**src/rtl/prf_operand_collector_if.sv**
```systemverilog
// Bus bundle between the operand collector and its neighbours: the issue
// queue that offers ops, the PRF read arbiter, the writeback bus and the
// functional unit that consumes collected ops.
// The master modport is the collector's side. The slave modport is the
// environment's side.
interface prf_operand_collector_if #(
  parameter int LOG_PR_COUNT       = 7,
  parameter int LOG_PRF_BANK_COUNT = 2,
  parameter int LOG_ROB_ENTRIES    = 7
);
  localparam int PRF_BANK_COUNT = 2 ** LOG_PRF_BANK_COUNT;
  localparam int UPPER_PR_W     = LOG_PR_COUNT - LOG_PRF_BANK_COUNT;

  // issue side
  logic                          issue_valid;
  logic                          issue_ready;
  logic                          issue_A_need;
  logic                          issue_B_need;
  logic [LOG_PR_COUNT-1:0]       issue_A_PR;
  logic [LOG_PR_COUNT-1:0]       issue_B_PR;
  logic [LOG_PR_COUNT-1:0]       issue_dest_PR;
  logic [LOG_ROB_ENTRIES-1:0]    issue_ROB_index;
  logic                          flush;

  // PRF read requester, one slot per operand ([0]=A, [1]=B)
  logic [1:0]                    reg_read_req_valid_by_rr;
  logic [2*LOG_PR_COUNT-1:0]     reg_read_req_PR_by_rr;
  logic [1:0]                    reg_read_ack_by_rr;
  logic [1:0]                    reg_read_port_by_rr;
  logic [PRF_BANK_COUNT*2*32-1:0] reg_read_data_by_bank_by_port;

  // writeback bus snoop
  logic [PRF_BANK_COUNT-1:0]            WB_bus_valid_by_bank;
  logic [PRF_BANK_COUNT*32-1:0]         WB_bus_data_by_bank;
  logic [PRF_BANK_COUNT*UPPER_PR_W-1:0] WB_bus_upper_PR_by_bank;

  // collected op to the functional unit
  logic                          op_valid;
  logic                          op_ready;
  logic [31:0]                   op_A_data;
  logic [31:0]                   op_B_data;
  logic [LOG_PR_COUNT-1:0]       op_dest_PR;
  logic [LOG_ROB_ENTRIES-1:0]    op_ROB_index;

  modport master (
    input  issue_valid, issue_A_need, issue_B_need, issue_A_PR, issue_B_PR,
           issue_dest_PR, issue_ROB_index, flush,
           reg_read_ack_by_rr, reg_read_port_by_rr, reg_read_data_by_bank_by_port,
           WB_bus_valid_by_bank, WB_bus_data_by_bank, WB_bus_upper_PR_by_bank,
           op_ready,
    output issue_ready, reg_read_req_valid_by_rr, reg_read_req_PR_by_rr,
           op_valid, op_A_data, op_B_data, op_dest_PR, op_ROB_index
  );

  modport slave (
    output issue_valid, issue_A_need, issue_B_need, issue_A_PR, issue_B_PR,
           issue_dest_PR, issue_ROB_index, flush,
           reg_read_ack_by_rr, reg_read_port_by_rr, reg_read_data_by_bank_by_port,
           WB_bus_valid_by_bank, WB_bus_data_by_bank, WB_bus_upper_PR_by_bank,
           op_ready,
    input  issue_ready, reg_read_req_valid_by_rr, reg_read_req_PR_by_rr,
           op_valid, op_A_data, op_B_data, op_dest_PR, op_ROB_index
  );
endinterface

```
**src/rtl/prf_operand_collector.sv**
```systemverilog
// Operand collector: accepts one issued op, fetches up to two source
// operands from the banked PRF or the writeback bus, and hands the
// completed op to the functional unit over valid/ready.
// Top FSM: IDLE -> COLLECT -> OUT.
// Per-operand slot FSM: REQ -> WAIT -> DONE.
module prf_operand_collector #(
  parameter int LOG_PR_COUNT       = 7,
  parameter int LOG_PRF_BANK_COUNT = 2,
  parameter int LOG_ROB_ENTRIES    = 7
) (
  input logic CLK,
  input logic nRST,
  prf_operand_collector_if.master bus
);
  localparam int UPPER_PR_W = LOG_PR_COUNT - LOG_PRF_BANK_COUNT;

  typedef enum logic [1:0] {ST_IDLE, ST_COLLECT, ST_OUT} top_state_t;
  typedef enum logic [1:0] {SL_DONE, SL_REQ, SL_WAIT} slot_state_t;

  top_state_t                 state_q, state_d;
  slot_state_t                slot_q [2];
  slot_state_t                slot_d [2];
  logic [LOG_PR_COUNT-1:0]    pr_q   [2];
  logic                       port_q [2];
  logic                       port_d [2];
  logic [31:0]                data_q [2];
  logic [31:0]                data_d [2];
  logic [1:0]                 req_valid_q;
  logic [LOG_PR_COUNT-1:0]    dest_q;
  logic [LOG_ROB_ENTRIES-1:0] rob_q;

  logic                    accept;
  logic                    any_need;
  logic [1:0]              need;
  logic [LOG_PR_COUNT-1:0] issue_pr [2];
  logic [1:0]              wb_hit;
  logic [31:0]             wb_data [2];
  logic [31:0]             rd_data [2];

  assign need        = {bus.issue_B_need, bus.issue_A_need};
  assign any_need    = |need;
  assign issue_pr[0] = bus.issue_A_PR;
  assign issue_pr[1] = bus.issue_B_PR;

  // A flush cycle never accepts, so a killed op cannot be replaced in the same edge.
  assign bus.issue_ready = !bus.flush &&
                           ((state_q == ST_IDLE) || ((state_q == ST_OUT) && bus.op_ready));
  assign accept          = bus.issue_valid && bus.issue_ready;

  // Per-slot bank decode, writeback match and read-data selection.
  for (genvar i = 0; i < 2; i++) begin : g_slot
    logic [LOG_PRF_BANK_COUNT-1:0] bank;
    logic [LOG_PRF_BANK_COUNT:0]   rd_sel;
    assign bank       = pr_q[i][LOG_PRF_BANK_COUNT-1:0];
    assign rd_sel     = {bank, port_q[i]};
    assign wb_hit[i]  = bus.WB_bus_valid_by_bank[bank] &&
                        (bus.WB_bus_upper_PR_by_bank[int'(bank)*UPPER_PR_W +: UPPER_PR_W] ==
                         pr_q[i][LOG_PR_COUNT-1:LOG_PRF_BANK_COUNT]);
    assign wb_data[i] = bus.WB_bus_data_by_bank[int'(bank)*32 +: 32];
    assign rd_data[i] = bus.reg_read_data_by_bank_by_port[int'(rd_sel)*32 +: 32];
  end

  // Slot next-state: writeback hit beats ack, accept reloads, flush kills.
  always_comb begin
    // NOTE: every combinational output gets a default first so no path leaves it unassigned (no latch).
    slot_d = slot_q;
    port_d = port_q;
    data_d = data_q;
    for (int i = 0; i < 2; i++) begin
      case (slot_q[i])
        SL_REQ: begin
          if (wb_hit[i]) begin
            data_d[i] = wb_data[i];
            slot_d[i] = SL_DONE;
          end else if (bus.reg_read_ack_by_rr[i]) begin
            port_d[i] = bus.reg_read_port_by_rr[i];
            slot_d[i] = SL_WAIT;
          end
        end
        SL_WAIT: begin
          data_d[i] = rd_data[i];
          slot_d[i] = SL_DONE;
        end
        default: ;
      endcase
      if (accept) begin
        data_d[i] = '0;
        slot_d[i] = need[i] ? SL_REQ : SL_DONE;
      end
      if (bus.flush) slot_d[i] = SL_DONE;
    end
  end

  // Top next-state: leave COLLECT once both slots land in DONE; back-to-back from OUT.
  always_comb begin
    state_d = state_q;
    case (state_q)
      ST_IDLE: begin
        if (accept) state_d = any_need ? ST_COLLECT : ST_OUT;
      end
      ST_COLLECT: begin
        if ((slot_d[0] == SL_DONE) && (slot_d[1] == SL_DONE)) state_d = ST_OUT;
      end
      ST_OUT: begin
        if (accept)           state_d = any_need ? ST_COLLECT : ST_OUT;
        else if (bus.op_ready) state_d = ST_IDLE;
      end
      default: state_d = ST_IDLE;
    endcase
    if (bus.flush) state_d = ST_IDLE;
  end

  // State, operand and tag registers; the request valid is registered from the slot next-state.
  always_ff @(posedge CLK or negedge nRST) begin
    if (!nRST) begin
      state_q     <= ST_IDLE;
      req_valid_q <= '0;
      dest_q      <= '0;
      rob_q       <= '0;
      // NOTE: the operand arrays are a handful of flops, not a RAM, so they are reset like any other register.
      for (int i = 0; i < 2; i++) begin
        slot_q[i] <= SL_DONE;
        pr_q[i]   <= '0;
        port_q[i] <= 1'b0;
        data_q[i] <= '0;
      end
    end else begin
      // NOTE: sequential state uses non-blocking assignments so every flop samples pre-edge values.
      state_q <= state_d;
      for (int i = 0; i < 2; i++) begin
        slot_q[i]      <= slot_d[i];
        port_q[i]      <= port_d[i];
        data_q[i]      <= data_d[i];
        req_valid_q[i] <= (slot_d[i] == SL_REQ);
        if (accept) pr_q[i] <= issue_pr[i];
      end
      if (accept) begin
        dest_q <= bus.issue_dest_PR;
        rob_q  <= bus.issue_ROB_index;
      end
    end
  end

  assign bus.reg_read_req_valid_by_rr = req_valid_q;
  assign bus.reg_read_req_PR_by_rr    = {pr_q[1], pr_q[0]};
  assign bus.op_valid                 = (state_q == ST_OUT);
  assign bus.op_A_data                = data_q[0];
  assign bus.op_B_data                = data_q[1];
  assign bus.op_dest_PR               = dest_q;
  assign bus.op_ROB_index             = rob_q;
endmodule
```
**src/flat_wrapper.sv**
```systemverilog
// flat-port wrapper written by rule: the top's interface ports become plain ports
module prf_operand_collector_flat 
#(
  parameter int LOG_PR_COUNT       = 7,
  parameter int LOG_PRF_BANK_COUNT = 2,
  parameter int LOG_ROB_ENTRIES    = 7
)
  (CLK, nRST, bus_issue_valid, bus_issue_A_need, bus_issue_B_need, bus_issue_A_PR, bus_issue_B_PR, bus_issue_dest_PR, bus_issue_ROB_index, bus_flush, bus_reg_read_ack_by_rr, bus_reg_read_port_by_rr, bus_reg_read_data_by_bank_by_port, bus_WB_bus_valid_by_bank, bus_WB_bus_data_by_bank, bus_WB_bus_upper_PR_by_bank, bus_op_ready, bus_issue_ready, bus_reg_read_req_valid_by_rr, bus_reg_read_req_PR_by_rr, bus_op_valid, bus_op_A_data, bus_op_B_data, bus_op_dest_PR, bus_op_ROB_index);
  prf_operand_collector_if #(.LOG_PR_COUNT(LOG_PR_COUNT), .LOG_PRF_BANK_COUNT(LOG_PRF_BANK_COUNT), .LOG_ROB_ENTRIES(LOG_ROB_ENTRIES)) bus_i ();
  input logic CLK;
  input logic nRST;
  input wire logic [$bits(bus_i.issue_valid)-1:0] bus_issue_valid;
  input wire logic [$bits(bus_i.issue_A_need)-1:0] bus_issue_A_need;
  input wire logic [$bits(bus_i.issue_B_need)-1:0] bus_issue_B_need;
  input wire logic [$bits(bus_i.issue_A_PR)-1:0] bus_issue_A_PR;
  input wire logic [$bits(bus_i.issue_B_PR)-1:0] bus_issue_B_PR;
  input wire logic [$bits(bus_i.issue_dest_PR)-1:0] bus_issue_dest_PR;
  input wire logic [$bits(bus_i.issue_ROB_index)-1:0] bus_issue_ROB_index;
  input wire logic [$bits(bus_i.flush)-1:0] bus_flush;
  input wire logic [$bits(bus_i.reg_read_ack_by_rr)-1:0] bus_reg_read_ack_by_rr;
  input wire logic [$bits(bus_i.reg_read_port_by_rr)-1:0] bus_reg_read_port_by_rr;
  input wire logic [$bits(bus_i.reg_read_data_by_bank_by_port)-1:0] bus_reg_read_data_by_bank_by_port;
  input wire logic [$bits(bus_i.WB_bus_valid_by_bank)-1:0] bus_WB_bus_valid_by_bank;
  input wire logic [$bits(bus_i.WB_bus_data_by_bank)-1:0] bus_WB_bus_data_by_bank;
  input wire logic [$bits(bus_i.WB_bus_upper_PR_by_bank)-1:0] bus_WB_bus_upper_PR_by_bank;
  input wire logic [$bits(bus_i.op_ready)-1:0] bus_op_ready;
  output wire logic [$bits(bus_i.issue_ready)-1:0] bus_issue_ready;
  output wire logic [$bits(bus_i.reg_read_req_valid_by_rr)-1:0] bus_reg_read_req_valid_by_rr;
  output wire logic [$bits(bus_i.reg_read_req_PR_by_rr)-1:0] bus_reg_read_req_PR_by_rr;
  output wire logic [$bits(bus_i.op_valid)-1:0] bus_op_valid;
  output wire logic [$bits(bus_i.op_A_data)-1:0] bus_op_A_data;
  output wire logic [$bits(bus_i.op_B_data)-1:0] bus_op_B_data;
  output wire logic [$bits(bus_i.op_dest_PR)-1:0] bus_op_dest_PR;
  output wire logic [$bits(bus_i.op_ROB_index)-1:0] bus_op_ROB_index;
  assign bus_i.issue_valid = bus_issue_valid;
  assign bus_i.issue_A_need = bus_issue_A_need;
  assign bus_i.issue_B_need = bus_issue_B_need;
  assign bus_i.issue_A_PR = bus_issue_A_PR;
  assign bus_i.issue_B_PR = bus_issue_B_PR;
  assign bus_i.issue_dest_PR = bus_issue_dest_PR;
  assign bus_i.issue_ROB_index = bus_issue_ROB_index;
  assign bus_i.flush = bus_flush;
  assign bus_i.reg_read_ack_by_rr = bus_reg_read_ack_by_rr;
  assign bus_i.reg_read_port_by_rr = bus_reg_read_port_by_rr;
  assign bus_i.reg_read_data_by_bank_by_port = bus_reg_read_data_by_bank_by_port;
  assign bus_i.WB_bus_valid_by_bank = bus_WB_bus_valid_by_bank;
  assign bus_i.WB_bus_data_by_bank = bus_WB_bus_data_by_bank;
  assign bus_i.WB_bus_upper_PR_by_bank = bus_WB_bus_upper_PR_by_bank;
  assign bus_i.op_ready = bus_op_ready;
  assign bus_issue_ready = bus_i.issue_ready;
  assign bus_reg_read_req_valid_by_rr = bus_i.reg_read_req_valid_by_rr;
  assign bus_reg_read_req_PR_by_rr = bus_i.reg_read_req_PR_by_rr;
  assign bus_op_valid = bus_i.op_valid;
  assign bus_op_A_data = bus_i.op_A_data;
  assign bus_op_B_data = bus_i.op_B_data;
  assign bus_op_dest_PR = bus_i.op_dest_PR;
  assign bus_op_ROB_index = bus_i.op_ROB_index;
  prf_operand_collector #(.LOG_PR_COUNT(LOG_PR_COUNT), .LOG_PRF_BANK_COUNT(LOG_PRF_BANK_COUNT), .LOG_ROB_ENTRIES(LOG_ROB_ENTRIES)) u_core (.CLK(CLK), .nRST(nRST), .bus(bus_i));
endmodule
```
**config.mk**
```make
export PLATFORM = sky130hd
export DESIGN_NAME = prf_operand_collector_flat
export DESIGN_NICKNAME = d
export VERILOG_FILES = /design/src/rtl/prf_operand_collector_if.sv /design/src/rtl/prf_operand_collector.sv /design/src/flat_wrapper.sv
export SDC_FILE = /design/constraint.sdc
export NUM_CORES = 1
export LEC_CHECK = 0
export ABC_AREA = 1
export CAP_MARGIN = 0
export CORE_AREA = 8 8 206 208
export DETAILED_ROUTE_END_ITERATION = 10
export DIE_AREA = 0 0 214 216
export PLACE_DENSITY = 0.68
export SYNTH_ARGS = -nofsm -noshare
export SYNTH_HDL_FRONTEND = slang
export SYNTH_SLANG_ARGS = --single-unit
```
**constraint.sdc**
```tcl
create_clock -name CLK -period 3.1 [get_ports CLK]
set_input_delay 0.62 -clock CLK [delete_from_list [all_inputs] [get_ports CLK]]
set_output_delay 0.62 -clock CLK [all_outputs]
set_load 0.02 [all_outputs]
```
Word level (Yosys, flattened, before mapping)
Cells that the tools add are included.

operators by class
  add/sub/neg operators = 0
  $mul = 2
  div/mod/pow operators = 0
  $lt $le $gt $ge = 2
  equal/unequal tests = 15
  shifts and indexed selects = 6
  mux-type cells = 29
  bitwise operators = 2
  reductions and logical operators = 19

operators by type and width
  operator                                                               count
  256-bit by 9-bit indexed part select with 32-bit output                2
  128-bit by 8-bit indexed part select with 32-bit output                2
  32-bit two-way mux                                                     4
  32-bit case mux with 2 select lines                                    2
  20-bit by 32-bit indexed part select with 5-bit output                 2
  2-bit two-way mux                                                      14
  2-bit by 1-bit == test with 1-bit output (second input constant)       5
  5-bit == test                                                          2
  2-bit by 3-bit multiplier with 5-bit output (second input constant)    2
  3-bit AND reduction                                                    3
  2-bit case mux with 2 select lines                                     2
  2-bit == test (second input constant)                                  3
  1-bit logical AND                                                      6
  2-bit logical NOT                                                      3
  2-bit by 3-bit < comparator with 1-bit output (second input constant)  2
  3-bit by 1-bit != test with 1-bit output (second input constant)       2
  3-bit by 2-bit != test with 1-bit output (second input constant)       2
  2-bit case mux with 3 select lines                                     1
  3-bit nonzero test                                                     2
  1-bit binary-select mux with 2-bit select                              2
  1-bit two-way mux                                                      4
  4-bit by 3-bit != test with 1-bit output (second input constant)       1
  2-bit AND reduction                                                    2
  1-bit NOT                                                              2
  other kinds (3)                                                        3

word-level totals
  register bits = 102
  latch bits = 0
  bits in writable memories = 0
  ROM bits = 0
  input port bits = 447
  output and inout bits = 96
  logic and storage cells = 87
  memories kept = 0

Depth between registers and ports, before layout
  depth after elaboration = 13
  depth in mapped cells = 18
  depth with buffers taken out = 17

Least setup slack after synthesis
Ideal clock, no wire load.

  path type = in2reg
  start point = in bus_flush
  end point = reg u_core.state_q[1]
  library setup time = 0.117 ns
  arrival = 1.982 ns
  setup slack = 1.001 ns
  stages = 12
  buffers on the path = 2
  cell sequence = nor3_2 > nand2_1 > buf_2 > inv_1 > buf_2 > nand2_1 > nand2_1 > nand2_1 > nand3_1 > nand2_1 > nand3_1 > nand2_1

on the way
  word-level cells in the longest chain between the ends = 9

RTL lines
  element                                                    line                          RTL
  from (decl)                                                flat_wrapper.sv:19            input wire logic [$bits(bus_i.flush)-1:0] bus_flush;
  1-bit logical NOT                                          prf_operand_collector.sv:46   assign bus.issue_ready = !bus.flush &&
  1-bit logical AND                                          prf_operand_collector.sv:46
  1-bit logical AND                                          prf_operand_collector.sv:48   assign accept = bus.issue_valid && bus.issue_ready;
  2-bit two-way mux                                          prf_operand_collector.sv:86   if (accept) begin
  2-bit two-way mux                                          prf_operand_collector.sv:90   if (bus.flush) slot_d[i] = SL_DONE;
  2-bit logical NOT                                          prf_operand_collector.sv:102  if ((slot_d[0] == SL_DONE) && (slot_d[1] == SL_DONE)) state_d = ST_OUT;
  1-bit logical AND                                          prf_operand_collector.sv:102
  3-bit by 2-bit != test with 1-bit output (no source line)  -
  3-bit AND reduction (no source line)                       -
  to (signal assigned)                                       prf_operand_collector.sv:129  state_q <= state_d;
  to (decl)                                                  prf_operand_collector.sv:20   top_state_t state_q, state_d;

Parallel ways exist; a longest one is shown, timed or not.
A chain may end at the register's enable or synchronous reset.

Worst setup path after layout
  start point = reg u_core.port_q, in the netlist u_core.g_slot[0].rd_sel[0]
  end point = reg u_core.data_q, in the netlist u_core.bus.op_A_data[31]

on the way
  word-level cells in the longest chain between the ends = 3

RTL lines
  element                                                  line                          RTL
  from (decl)                                              prf_operand_collector.sv:24   logic port_q [2];
  from (signal, indexed assignment)                        prf_operand_collector.sv:132  port_q[i] <= port_d[i];
  256-bit by 9-bit indexed part select with 32-bit output  prf_operand_collector.sv:60   assign rd_data[i] = bus.reg_read_data_by_bank_by_port[int'(rd_sel)*32 +: 32];
  32-bit case mux with 2 select lines                      prf_operand_collector.sv:70   case (slot_q[i])
  32-bit two-way mux                                       prf_operand_collector.sv:86
  to (signal, indexed assignment)                          prf_operand_collector.sv:133  data_q[i] <= data_d[i];
  to (decl)                                                prf_operand_collector.sv:26   logic [31:0] data_q [2];

No other way between the ends.

==> impl_metrics.tcl <==
set metrics [dict create \
    synth-seq-cells 102 \
    placedInstanceArea_mm2 0.01728 \
    postRouteAntennaNets 0 \
    achievable-frequency_ghz 0.3684 \
    critical_path.top_delay_family "buffers and inverters" \
    finalWorstPathRequiredPeriod_ns 2.714 \
    fin_skew_ns 0.007218 \
    peakVddDrop_v 0.0003199 \
    drt-initial-drc-count 1859 \
    layout.cell_area.non_filler_mm2 0.01761 \
    worstPathRequired_ns 3.39 \
    synthesis.nets 2457 \
    critical_path.endpoint_type "flip-flop" \
    maxCapViolCount 0 \
    fraction_of_layout_instances_using_a_drive_strength_above_1_pct 4.449 \
    cp_data_arrival_time_ns 3.00 \
    grt_pass1_vias 15835 \
    yosysSeqAreaShare_pct 22.54 \
    post_synth_num_cell_types 31 \
    detailedPlacementHpwl_mm 54.40 \
    status "completed" \
    finalSetupViolations 0 \
    yosys_warnings 0 \
    fin_crit_sh_pct 87.56 \
    post_drt_via_cell_ratio 5.449 \
    worstSkewPairLatency_ns 0.37 \
    detail_route.wl_per_cell_um 23.45 \
    die_h_um 216 \
    rsz_0062_raised_after_global_routing "false" \
    worst_slack_ns 0.3855 \
    initial_utilization_pct 28.90 \
    dpl_worst_slack_ns 0.3420 \
    worst_r2r_startpoint "u_core.g_slot[0].rd_sel[0]" \
    crit_chain "inv_2 -> buf_4 -> a21oi_1 -> o311ai_0 -> buf_4 -> nand2_1 -> o21ai_0" \
    place_congestion 0.9601 \
    mostFrequentLayoutCell "nand2_1" \
    grt_start_max_net_pins 100 \
    die_w_um 214 \
    syn-instance-count 2006 \
    syn-cell-area_mm2 0.01133 \
    numPlacedInstances 2959 \
    gr-total-overflow 0 \
    core-area_mm2 0.03918 \
    power_density_mw_per_mm2 578.0 \
    syn-mean-instance-area_um2 5.646 \
    master_of_the_slowest_instance_on_the_critical_path "dfrtp_4" \
    cts.sink_count 102 \
    worstMarginPinSlew_ns 1.134 \
    setup.worst_path.class "reg -> reg" \
    pin_count 543 \
    initial_antenna_violation_count 14 \
    worst-path-max-fanout 43 \
    critical_path.startpoint_type "flip-flop" \
    timing.hold.worst.class "in -> async" \
    wl_mm 70.02 \
    timing_max_transition_violations_final 0 \
    whs_ns 0.2957 \
    route.vias.total 16271 \
    floorplan.die_area_mm2 0.04622 \
    layout_common_cells "nand2_1 (548), clkdlybuf4s50_1 (541), a21oi_1 (345)" \
    post-synth-top-area-cell "dfrtp_1" \
    global_route_wire_length_before_repair_mm 102.7 \
    clk_transition_reported_paths_ns 0.09 \
    cts_post_setup_buffers_inserted 0 \
    layout.nets 2896 \
    final_cells 2986 \
    area_delta_synth_final_pct 55.49 \
    cts_tree "done" \
    proportion_of_netlist_area_held_by_the_largest_area_contributor_pct 22.54 \
    cts.path.max_buffers 2 \
    groute.usage.overall_pct 28.68 \
    leakagePower_nw 7.706 \
    post_synth_main_area_contributors "dfrtp_1 (23%), nand2_1 (18%), a21oi_1 (15%), o21ai_0 (15%), inv_1 (4.9%)" \
    maxSlewHeadroom_pct 23.43 \
    critical_path.max_stage_delay_ns 0.68 \
    path_buf_inv 3 \
    finalHoldViolations 0 \
    path_common_cell "buf_4" \
    remaining_drc_errors 0 \
    clock_tree.root_cell "clkbuf_16" \
    setup.worst_path.start "u_core.g_slot[0].rd_sel[0]" \
    port_buffers 542 \
    postCtsHoldBufs 0 \
    fin_tns_setup_ns 0 \
    cts_max_level 3 \
    fp-row-count 73 \
    detailedRoute.firstPassIterationCount 8 \
    cts_resized 0 \
    cts-buffers-inserted 9 \
]
==> cell families after synthesis <==
group	share of synthesized area, %
flops	22.54
simple gates	26.27
compound gates	38.83
fa+ha+maj	0.4419
buf+inv	11.92
==> metrics by stage <==
stage | util (%) | power, mW
floorplan | - | 5.811
global placement | 44.10 | 8.858
detailed placement | 44.10 | 8.922
CTS | 44.87 | 10.17
global route | 44.94 | 10.90
finish | 44.94 | 10.18
==> cells in the mapped netlist (all sizes together) <==
cell type,instances
nand2,553
buf,69
o31ai,32
o22ai,1
inv,154
nand3,89
ha,4
a211oi,43
a21oi,345
o311ai,29
o211ai,3
nor2,99
a32oi,1
clkinv,1
o32ai,1
o21ai,358
nor3,1
a21o,1
clkbuf,113
dfrtp,102
nand3b,6
a221oi,1
==> report_power, final <==
group          switching [mW]  internal (mW)
Combinational            4.36           2.56
Sequential              0.344           1.68
Clock                   0.654          0.575
==> state kept, by name, indices dropped and copies added (netlist names) <==
register                             cells
u_core.bus.reg_read_req_valid_by_rr      2
u_core.bus.op_B_data                    32
u_core.bus.op_ROB_index                  7
u_core.bus.op_A_data                    32
u_core.state_q                           2
u_core.slot_q                            4
u_core.bus.reg_read_req_PR_by_rr        14
u_core.bus.op_dest_PR                    7
u_core.g_slot.rd_sel                     2
==> path summary, 6_finish.rpt <==
| kind | end | slack [ns] | cells after the start |
|---|---|---|---|
| max | u_core.bus.op_A_data[31] | 0.39 | 7 |
| min | u_core.bus.reg_read_req_PR_by_rr[0] | 0.30 | 1 |
| max reg2reg | u_core.bus.op_A_data[31] | 0.39 | 7 |
| min reg2reg | u_core.bus.op_ROB_index[6] | 0.48 | 2 |
| max in group asynchronous | u_core.slot_q[2] | 2.04 | 2 |
| min in group CLK | u_core.bus.op_ROB_index[6] | 0.48 | 2 |
==> layout make-up <==
cell class | count | area [um^2]
timing repair buffer | 610 | 6033
fill | 4134 | 21570
sequential | 102 | 2570
clock buffer | 9 | 225.2
multi-input combinational | 1567 | 7428
tap | 525 | 656.9
clock inverter | 7 | 77.57
inverter | 155 | 591.8
antenna | 11 | 27.53
==> layer usage <==
| layer | global-route usage [%] | up-vias | part of all wire, % | wire, um |
|---|---|---|---|---|
| met5 | 0 | - | 0.049 | 34 |
| met4 | 14.91 | 6 | 5.3 | 3678 |
| met3 | 5.818 | 147 | 7.4 | 5175 |
| met2 | 50.55 | 893 | 50 | 34930 |
| met1 | 32.43 | 7538 | 37 | 26200 |
| li1 | - | 7687 | - | - |
Note: power is estimated with default switching activity, not from simulation.
